===== src/rtl/fp_pkg.sv =====
// fp_pkg
//   Shared floating-point definitions for the fp datapath (fadd, ftoi).
//   Holds the default single-precision field geometry, the packed field
//   struct, the operand class enum and the exponent-bias helper.
//   No ports; imported with "import fp_pkg::*;".
package fp_pkg;

  localparam int FP_N = 32;
  localparam int FP_E = 8;
  localparam int FP_S = 1;
  localparam int FP_M = FP_N - FP_E - FP_S;

  typedef struct packed {
    logic            sign;
    logic [FP_E-1:0] exp;
    logic [FP_M-1:0] mant;
  } fp_fields_t;

  typedef enum logic [1:0] {
    ZERO,
    NORMAL,
    INF,
    NAN
  } fp_class_e;

  // Exponent bias for an e-bit exponent field: 2^(e-1)-1.
  function automatic int fp_bias(input int e);
    return (1 << (e - 1)) - 1;
  endfunction

endpackage


===== src/rtl/fp_unpack.sv =====
// fp_unpack
//   Combinational split of a packed float into the pieces the arithmetic
//   stages want: sign, significand with the hidden one restored, unbiased
//   exponent and operand class.
//   Ports:
//     op        in   N      packed float {sign, exp, mant}
//     sign      out  1      sign bit
//     uexp      out  E+1    exponent minus bias, signed
//     sig       out  M+1    {1, mant}
//     mant_zero out  1      mantissa field is all zeros
//     cls       out  class  ZERO / NORMAL / INF / NAN
module fp_unpack
  import fp_pkg::*;
#(
  parameter int N = FP_N,
  parameter int E = FP_E,
  parameter int S = FP_S
) (
  input  logic [N-1:0]       op,
  output logic               sign,
  output logic signed [E:0]  uexp,
  output logic [N-E-S:0]     sig,
  output logic               mant_zero,
  output fp_class_e          cls
);

  localparam int M = N - E - S;
  localparam logic [E:0] BIAS = (E+1)'(fp_bias(E));

  logic [E-1:0] exp_f;
  logic [M-1:0] mant_f;

  assign sign      = op[N-1];
  assign exp_f     = op[N-2 -: E];
  assign mant_f    = op[M-1:0];
  assign mant_zero = (mant_f == '0);

  // The hidden one is inserted unconditionally; denormals never use the
  // significand because they are classified as ZERO.
  assign sig  = {1'b1, mant_f};
  assign uexp = $signed({1'b0, exp_f} - BIAS);

  // Class decode from the exponent field, with the mantissa separating
  // infinity from NaN.
  always_comb begin
    cls = NORMAL;
    if (exp_f == '0) begin
      cls = ZERO;
    end else if (exp_f == '1) begin
      cls = mant_zero ? INF : NAN;
    end
  end

endmodule


===== src/rtl/ftoi.sv =====
// ftoi
//   Three-stage pipelined float-to-signed-integer converter. Truncates
//   toward zero and saturates on overflow, Inf and NaN. One operand per
//   cycle, no backpressure, results emerge three cycles after acceptance.
//   Ports:
//     clk      in   1  clock, rising edge
//     rst      in   1  synchronous active-high reset
//     en       in   1  operand valid
//     op       in   N  packed float {sign, exp, mant}
//     res_val  out  1  result valid
//     res      out  N  two's-complement result, 0 when res_val is low
//     res_ovf  out  1  result saturated, 0 when res_val is low
module ftoi
  import fp_pkg::*;
#(
  parameter int N = FP_N,
  parameter int E = FP_E,
  parameter int S = FP_S
) (
  input  logic         clk,
  input  logic         rst,
  input  logic         en,
  input  logic [N-1:0] op,
  output logic         res_val,
  output logic [N-1:0] res,
  output logic         res_ovf
);

  localparam int M = N - E - S;

  localparam logic [N-1:0] INT_MAX = {1'b0, {(N-1){1'b1}}};
  localparam logic [N-1:0] INT_MIN = {1'b1, {(N-1){1'b0}}};

  // Exponent landmarks: above N-2 the magnitude no longer fits a positive
  // integer; N-1 is only representable as exactly -2^(N-1).
  localparam logic signed [E:0] U_TOP  = (E+1)'(N - 2);
  localparam logic signed [E:0] U_EDGE = (E+1)'(N - 1);
  localparam logic signed [E:0] U_M    = (E+1)'(M);

  // Unpacked view of the incoming operand
  logic               up_sign;
  logic signed [E:0]  up_uexp;
  logic [M:0]         up_sig;
  logic               up_mzero;
  fp_class_e          up_cls;

  fp_unpack #(.N(N), .E(E), .S(S)) u_unpack (
    .op        (op),
    .sign      (up_sign),
    .uexp      (up_uexp),
    .sig       (up_sig),
    .mant_zero (up_mzero),
    .cls       (up_cls)
  );

  // Stage 0 registers
  logic               v1;
  logic               s0_sign;
  logic signed [E:0]  s0_u;
  logic [M:0]         s0_sig;
  logic               s0_mzero;
  fp_class_e          s0_cls;

  // Stage 1 registers
  logic               v2;
  logic               s1_sign;
  logic [N-1:0]       s1_mag;
  logic               s1_sat;
  logic [N-1:0]       s1_sat_val;
  logic               s1_ovf;

  // Stage 1 combinational results
  logic [N-1:0]       mag_d;
  logic               sat_d;
  logic [N-1:0]       sat_val_d;
  logic               ovf_d;
  logic [N-1:0]       sig_ext;
  logic [E:0]         shl_amt;
  logic [E:0]         shr_amt;

  // Valid pipe. Only the valids carry reset, so an in-flight operand is
  // dropped simply by losing its valid bit.
  always_ff @(posedge clk) begin
    if (rst) begin
      v1 <= 1'b0;
      v2 <= 1'b0;
    end else begin
      v1 <= en;
      v2 <= v1;
    end
  end

  // Data registers capture every cycle; their contents only matter when
  // the matching valid is set.
  always_ff @(posedge clk) begin
    s0_sign    <= up_sign;
    s0_u       <= up_uexp;
    s0_sig     <= up_sig;
    s0_mzero   <= up_mzero;
    s0_cls     <= up_cls;
    s1_sign    <= s0_sign;
    s1_mag     <= mag_d;
    s1_sat     <= sat_d;
    s1_sat_val <= sat_val_d;
    s1_ovf     <= ovf_d;
  end

  // Alignment shift and saturation pre-selection. Shift amounts are only
  // meaningful in the in-range NORMAL branch, where 0 <= u <= N-2.
  always_comb begin
    mag_d     = '0;
    sat_d     = 1'b0;
    sat_val_d = '0;
    ovf_d     = 1'b0;
    sig_ext   = {{(N-M-1){1'b0}}, s0_sig};
    shl_amt   = s0_u - U_M;
    shr_amt   = U_M - s0_u;
    unique case (s0_cls)
      ZERO: begin
        mag_d = '0;
      end
      INF: begin
        sat_d     = 1'b1;
        ovf_d     = 1'b1;
        sat_val_d = s0_sign ? INT_MIN : INT_MAX;
      end
      NAN: begin
        sat_d     = 1'b1;
        ovf_d     = 1'b1;
        sat_val_d = INT_MAX;
      end
      NORMAL: begin
        if (s0_u < 0) begin
          mag_d = '0;
        end else if (s0_u > U_TOP) begin
          sat_d = 1'b1;
          if (s0_sign && (s0_u == U_EDGE) && s0_mzero) begin
            sat_val_d = INT_MIN;
          end else begin
            ovf_d     = 1'b1;
            sat_val_d = s0_sign ? INT_MIN : INT_MAX;
          end
        end else if (s0_u >= U_M) begin
          mag_d = sig_ext << shl_amt;
        end else begin
          mag_d = sig_ext >> shr_amt;
        end
      end
      default: begin
        mag_d = '0;
      end
    endcase
  end

  // Output stage: negate, pick saturation, and force zeros on idle cycles.
  always_ff @(posedge clk) begin
    if (rst) begin
      res_val <= 1'b0;
      res     <= '0;
      res_ovf <= 1'b0;
    end else begin
      res_val <= v2;
      if (v2) begin
        res     <= s1_sat ? s1_sat_val : (s1_sign ? -s1_mag : s1_mag);
        res_ovf <= s1_ovf;
      end else begin
        res     <= '0;
        res_ovf <= 1'b0;
      end
    end
  end

endmodule


===== config.mk =====
export PLATFORM = sky130hd
export DESIGN_NAME = ftoi
export DESIGN_NICKNAME = d
export VERILOG_FILES = /design/src/rtl/fp_pkg.sv /design/src/rtl/fp_unpack.sv /design/src/rtl/ftoi.sv
export SDC_FILE = /design/constraint.sdc
export NUM_CORES = 1
export LEC_CHECK = 0
export CORE_ASPECT_RATIO = 1.1
export CORE_UTILIZATION = 54
export CTS_CLUSTER_DIAMETER = 150
export DETAILED_ROUTE_END_ITERATION = 8
export PLACE_DENSITY = 0.74
export SYNTH_ARGS = -nofsm -noshare
export SYNTH_HDL_FRONTEND = slang
export SYNTH_HIERARCHICAL = 1
export SYNTH_SLANG_ARGS = --single-unit

===== constraint.sdc =====
create_clock -name clk -period 5 [get_ports clk]
set_clock_uncertainty 0.15 [all_clocks]
set_input_delay 0.5 -clock clk [delete_from_list [all_inputs] [get_ports clk]]
set_output_delay 0.5 -clock clk [all_outputs]
set_load 0.05 [all_outputs]

======== Word-level counts from Yosys, hierarchy flattened ========
Cells that the tools add are included.
word-level totals
  bits in registers ....................... 139
  bits in latches ......................... 0
  bits in writable memories ............... 0
  bits in read-only memories .............. 0
  input port bits ......................... 35
  output and inout port bits .............. 34
  word-level logic and storage cells ...... 58
  memories ................................ 0
operators by class
  add/subtract/negate cells ............... 4
  multiply operators ...................... 0
  div/mod/pow operators ................... 0
  $lt $le $gt $ge ......................... 3
  equal/unequal tests ..................... 5
  shift-type cells ........................ 2
  multiplexer cells ....................... 17
  bitwise logic cells ..................... 3
  reduce and logical (&&, ||, !) cells .... 8
operators with widths
  cell                                                                number
  two-way mux 32 bit                                                  7
  case mux 32 bit (3 select lines)                                    1
  negator 32 bit                                                      1
  << shifter 24 x 9 -> 32 bit                                         1
  right shift 24 x 9 -> 32 bit                                        1
  logical NOT 23 bit                                                  1
  equality test 9 x 6 -> 1 bit (second input constant)                1
  greater-or-equal comparator 9 x 6 -> 1 bit (second input constant)  1
  greater-than comparator 9 x 6 -> 1 bit (second input constant)      1
  less-than comparator 9 x 1 -> 1 bit (second input constant)         1
  subtractor 6 x 9 -> 9 bit (first input constant)                    1
  subtractor 8 x 7 -> 9 bit (second input constant)                   1
  subtractor 9 x 6 -> 9 bit (second input constant)                   1
  equality test 8 bit (second input constant)                         1
  logical NOT 8 bit                                                   1
  two-way mux 1 bit                                                   7
  OR reduction 2 bit                                                  3
  equality test 2 bit (second input constant)                         2
  case mux 1 bit (2 select lines)                                     2
  NOT 1 bit                                                           3
  OR reduction 3 bit                                                  1
  equality test 2 x 1 -> 1 bit (second input constant)                1
  logical AND 1 bit                                                   2

======== Depth between registers and ports, before layout ========
  depth in word-level cells ............... 7
  gate-level depth with buffers ........... 9
  depth with buffers taken out ............ 7

======== Hierarchy ========
Netlist, hierarchy kept.
modules (own cells, without submodules)
  module     times used  cells each  area an instance (sq um)  seq. area each (sq um)
  ftoi       1           640         6449.9                    2202.1
  fp_unpack  1           64          451.7                     0.0

======== Worst setup path before layout ========
OpenSTA, ideal clock, no wires.
  path type ............................... register to register
  start point ............................. register s0_u[3]
  end point ............................... register s1_mag[12]
  library setup time ...................... 0.092 ns
  arrival ................................. 2.375 ns
  required time ........................... 4.758 ns
  path slack .............................. 2.383 ns
  cell stages (with the launch flop) ...... 10
  buffers on the path ..................... 2
  period minus slack after synthesis ...... 2.617 ns
  cells stage by stage .................... dfxtp_1 > inv_1 > clkbuf_1 > ha_1 > a41oi_1 > o31ai_1 > a211oi_1 > or3_1 > clkbuf_1 > o32ai_1
between the ends
  word-level cells in the longest chain between the ends .. 3
  elaborated cells between the ends (all ways) .. 9
  those cells by class .................... 2 x add/sub; 3 x order compare; 2 x shift; 1 x mux; 1 x reduce/logical
RTL lines
  item                                                                                RTL line                  RTL
  from (decl)                                                                         ftoi.sv:59                logic signed [E:0] s0_u;
  from (signal assigned)                                                              ftoi.sv:97                s0_u <= up_uexp;
  subtractor 6 x 9 -> 9 bit / subtractor 9 x 6 -> 9 bit (equally long branches)       ftoi.sv:117, ftoi.sv:116
  right shift 24 x 9 -> 32 bit / << shifter 24 x 9 -> 32 bit (equally long branches)  ftoi.sv:146, ftoi.sv:144
  two-way mux 32 bit                                                                  ftoi.sv:143               end else if (s0_u >= U_M) begin
  to (signal assigned)                                                                ftoi.sv:102               s1_mag <= mag_d;
  to (decl)                                                                           ftoi.sv:67                logic [N-1:0] s1_mag;
Parallel ways exist; a longest one is shown, timed or not.
A chain may end at the register's enable or synchronous reset.

======== Worst setup path after layout ========
Same ends and word-level chain as after synthesis.

==> results.ini <==
[setup_path]
worst-setup-path-type = flip-flop to flip-flop
critPathTopFamily = compound AO/OA/AOI/OAI gates
worstSetupEndpointType = flip-flop
crit_slowest_cell = or3_1
path_max_fanout = 24
crit_buf_inv = 2
worstPathRequired_ns = 5.06
cp.arrival_ns = 3.30
cp_cell_sequence = buf_4, inv_1, ha_1, a41oi_1, o31ai_1, a211oi_1, or3_1, o32ai_1
cp-start-kind = flip-flop
max_stage_delay_ns = 0.64

[logic_synthesis]
synth_area_leaders = dfxtp_1, mux4_2, mux2i_1
synth_nets = 746
synth_edf_count = 0
synthCells = 704
avgSynthCellArea_sq_um = 9.803
synthXorXnorAreaFrac_pct = 5.457
synth_fa_ha_area_share_pct = 1.269
yosysUniqueCellTypes = 66
synthMuxAreaShare_pct = 23.86
synth_area_sq_mm = 0.006902
yosys.area.top_type = dfxtp_1
synth-compound-area-share_pct = 16.15
yosys.area.top_type_share_pct = 31.91
synth-seq-cells = 110
ys_warn_count = 6
ys_seq_area_share_pct = 31.91
synthSimpleGateAreaFrac_pct = 14.01
ys.flop_type = dfxtp_1
async_flop_share_pct = 0
synth_top_family_by_area = multiplexers

[status]
outcome = complete, no violations

[power]
p_int_mw = 1.673
pwr-share-clk_pct = 34.1
p_per_area_mw_per_mm2 = 308.6
p_seq_share_pct = 39.8
p_total_mw = 2.395
combPwrFrac_pct = 26.1
switchingPower_mw = 0.7219
p_leak_nw = 2.918
swShare_pct = 30.14
ir_drop_v = 0.0002426

[sta]
slew_headroom_pct = 27.50
fmax_mhz = 308.5
tns_ns = 0
rsz0062_at_grt = false
worst_pin_slew_ns = 1.086
min_period_ns = 3.242
period_share_pct = 64.84
setup_violations = 0
hold_viol = 0
slew_violations = 0

[clock_tree]
cts_resized = 0
cts_buffer_depth = 2
cts_setup_buffers = 0
path_clk_slew_ns = 0.07
cts.sinks = 110
h-tree-depth = 3
clock_latency_ns = 0.36
cts_buffers = 9
cts_tree = yes
cts_hold_buf = 0
clockRootBuffer = clkbuf_16

[die]
die_y_um = 120.6
die_w_um = 109.8
core_sq_mm = 0.01224
die_area_sq_mm = 0.01324
start_util_pct = 56.37
placementRows = 42
ioPinCount = 69

[place]
dpl-instance-area_sq_mm = 0.007416
gp_congestion = 0.8839
hpwl_um = 13480
dp.cells = 853
io_buffer_count = 68

[flow_run]
drv_cap = 0

[routing]
wl_per_cell_um = 20.71
drtIter0Drc = 512
vias = 5626
wl_um = 18000
detail-route-antenna-nets = 0
drc = 0
viasPerCell = 6.474
drt-pass1-iter-count = 5

[layout]
num-nets-final = 752
post-route-util_pct = 63.38
syn_to_final_growth_pct = 12.44
n_antenna_cell = 0
num-fill-cells = 996
drive_gt1_share_pct = 15.24
design_area_sq_mm = 0.007760
layout.cells.non_filler = 869

[global_route]
track_usage_pct = 29.15
grt_pass1_vias = 5271
grt_max_degree = 69
grt_pass1_wl_um = 28970
grt_overflow = 0
antenna_found_initial = 0

[worst_hold_path]
hp-class = flip-flop to flip-flop

## synthesized netlist by cell type (14+ instances only)
library cell / number
mux2i_1: 43
o21ai_0: 16
clkbuf_1: 31
xor2_1: 28
xnor2_1: 15
dfxtp_1: 110
nor2_1: 36
o22ai_1: 15
nor3_1: 15
buf_4: 27
mux4_2: 47
mux2_2: 14
nand2_1: 46
buf_2: 21
a21oi_1: 59
## metal layers
metal	up-vias	GRT usage, %	wire [um]
li1	2637	-	-
met1	2678	36.79	7437
met2	265	47.85	8716
met3	46	5.822	1157
met4	0	12.67	686
met5	-	0	0
## stage by stage
| stage | hold slack [ns] | setup WS, ns |
|---|---|---|
| after CTS | 0.2520 | 1.808 |
| after global placement | 0.2338 | 1.943 |
| after global routing | 0.2629 | 1.490 |
| final | 0.2557 | 1.758 |
| after floorplan | 0.2099 | 2.383 |
| after detailed placement | 0.2425 | 1.831 |
## power groups by stage
stage                     Sequential, mW  Combinational, mW  Clock (mW)
after floorplan                    0.954              0.472           0
after global routing               0.957              0.666       0.871
final                              0.954              0.624       0.817
after global placement             0.970              0.609           0
after CTS                          0.952              0.611       0.833
after detailed placement           0.972              0.607           0
## logic make-up (layout without fill, tap and decap cells)
kind of cell | count (synthesis) | count (layout)
AO/OA/AOI/OAI | 163 | 163
XOR/XNOR | 43 | 43
adder cells (fa/ha/maj) | 7 | 7
buffers and inverters | 98 | 109
flip-flops | 110 | 110
multiplexers | 104 | 104
other | 1 | 1
AND/OR/NAND/NOR | 178 | 178
## area by class of cell
class	count	area [sq um]	area share, %
clock buffers	10	229.0	2.951
clock inverters	6	115.1	1.483
inverters	14	52.55	0.6772
multi-input cells	496	4204	54.18
flip-flops and latches	110	2203	28.39
well taps	154	192.7	2.483
repair buffers	79	763.2	9.836
## registers in the layout (all words and copies together), names as in the netlist
signal and flops:
s0_mzero 1, s0_cls 2, s1_sat 1, s1_sat_val 2, s1_ovf 1, s0_sig 24, s1_sign 1, s1_mag 32
s0_u 9, v2 1, res_val 1, res_ovf 1, v1 1, res 32, s0_sign 1
## path summary, 6_finish.rpt
check	startpoint	to	slack (ns)	cells after the start
max	s0_u[3]	s1_mag[12]	1.76	8
min	s0_sign	s1_sign	0.26	0
max reg2reg	s0_u[3]	s1_mag[12]	1.76	8
min reg2reg	s0_sign	s1_sign	0.26	0
## cell usage in the layout, fill, tap and decap left out, types with 6 or more instances in the layout
cell               n
a211oi_1           8
a21oi_1           59
buf_4             11
clkbuf_16          9
clkdlybuf4s50_1   68
dfxtp_1          109
ha_1               7
inv_1             13
mux2_2            14
mux2i_1           43
mux4_2            47
nand2_1           46
nand3_1           13
nand4_1            6
nor2_1            36
nor2b_1            6
nor3_1            15
o21a_1             8
o21ai_0           16
o22ai_1           15
o31ai_1           11
o41ai_2            7
or3_1             12
xnor2_1           15
xor2_1            27
## worst register-to-register path: cells and delay by family (launching register included)
family	cells	cell delay [ns]
AO/OA/AOI/OAI	4	1.12
AND/OR/NAND/NOR	1	0.64
buffers and inverters	2	0.56
flip-flops	1	0.31
adder cells (fa/ha/maj)	1	0.31
Note: power is estimated with default switching activity, not from simulation.
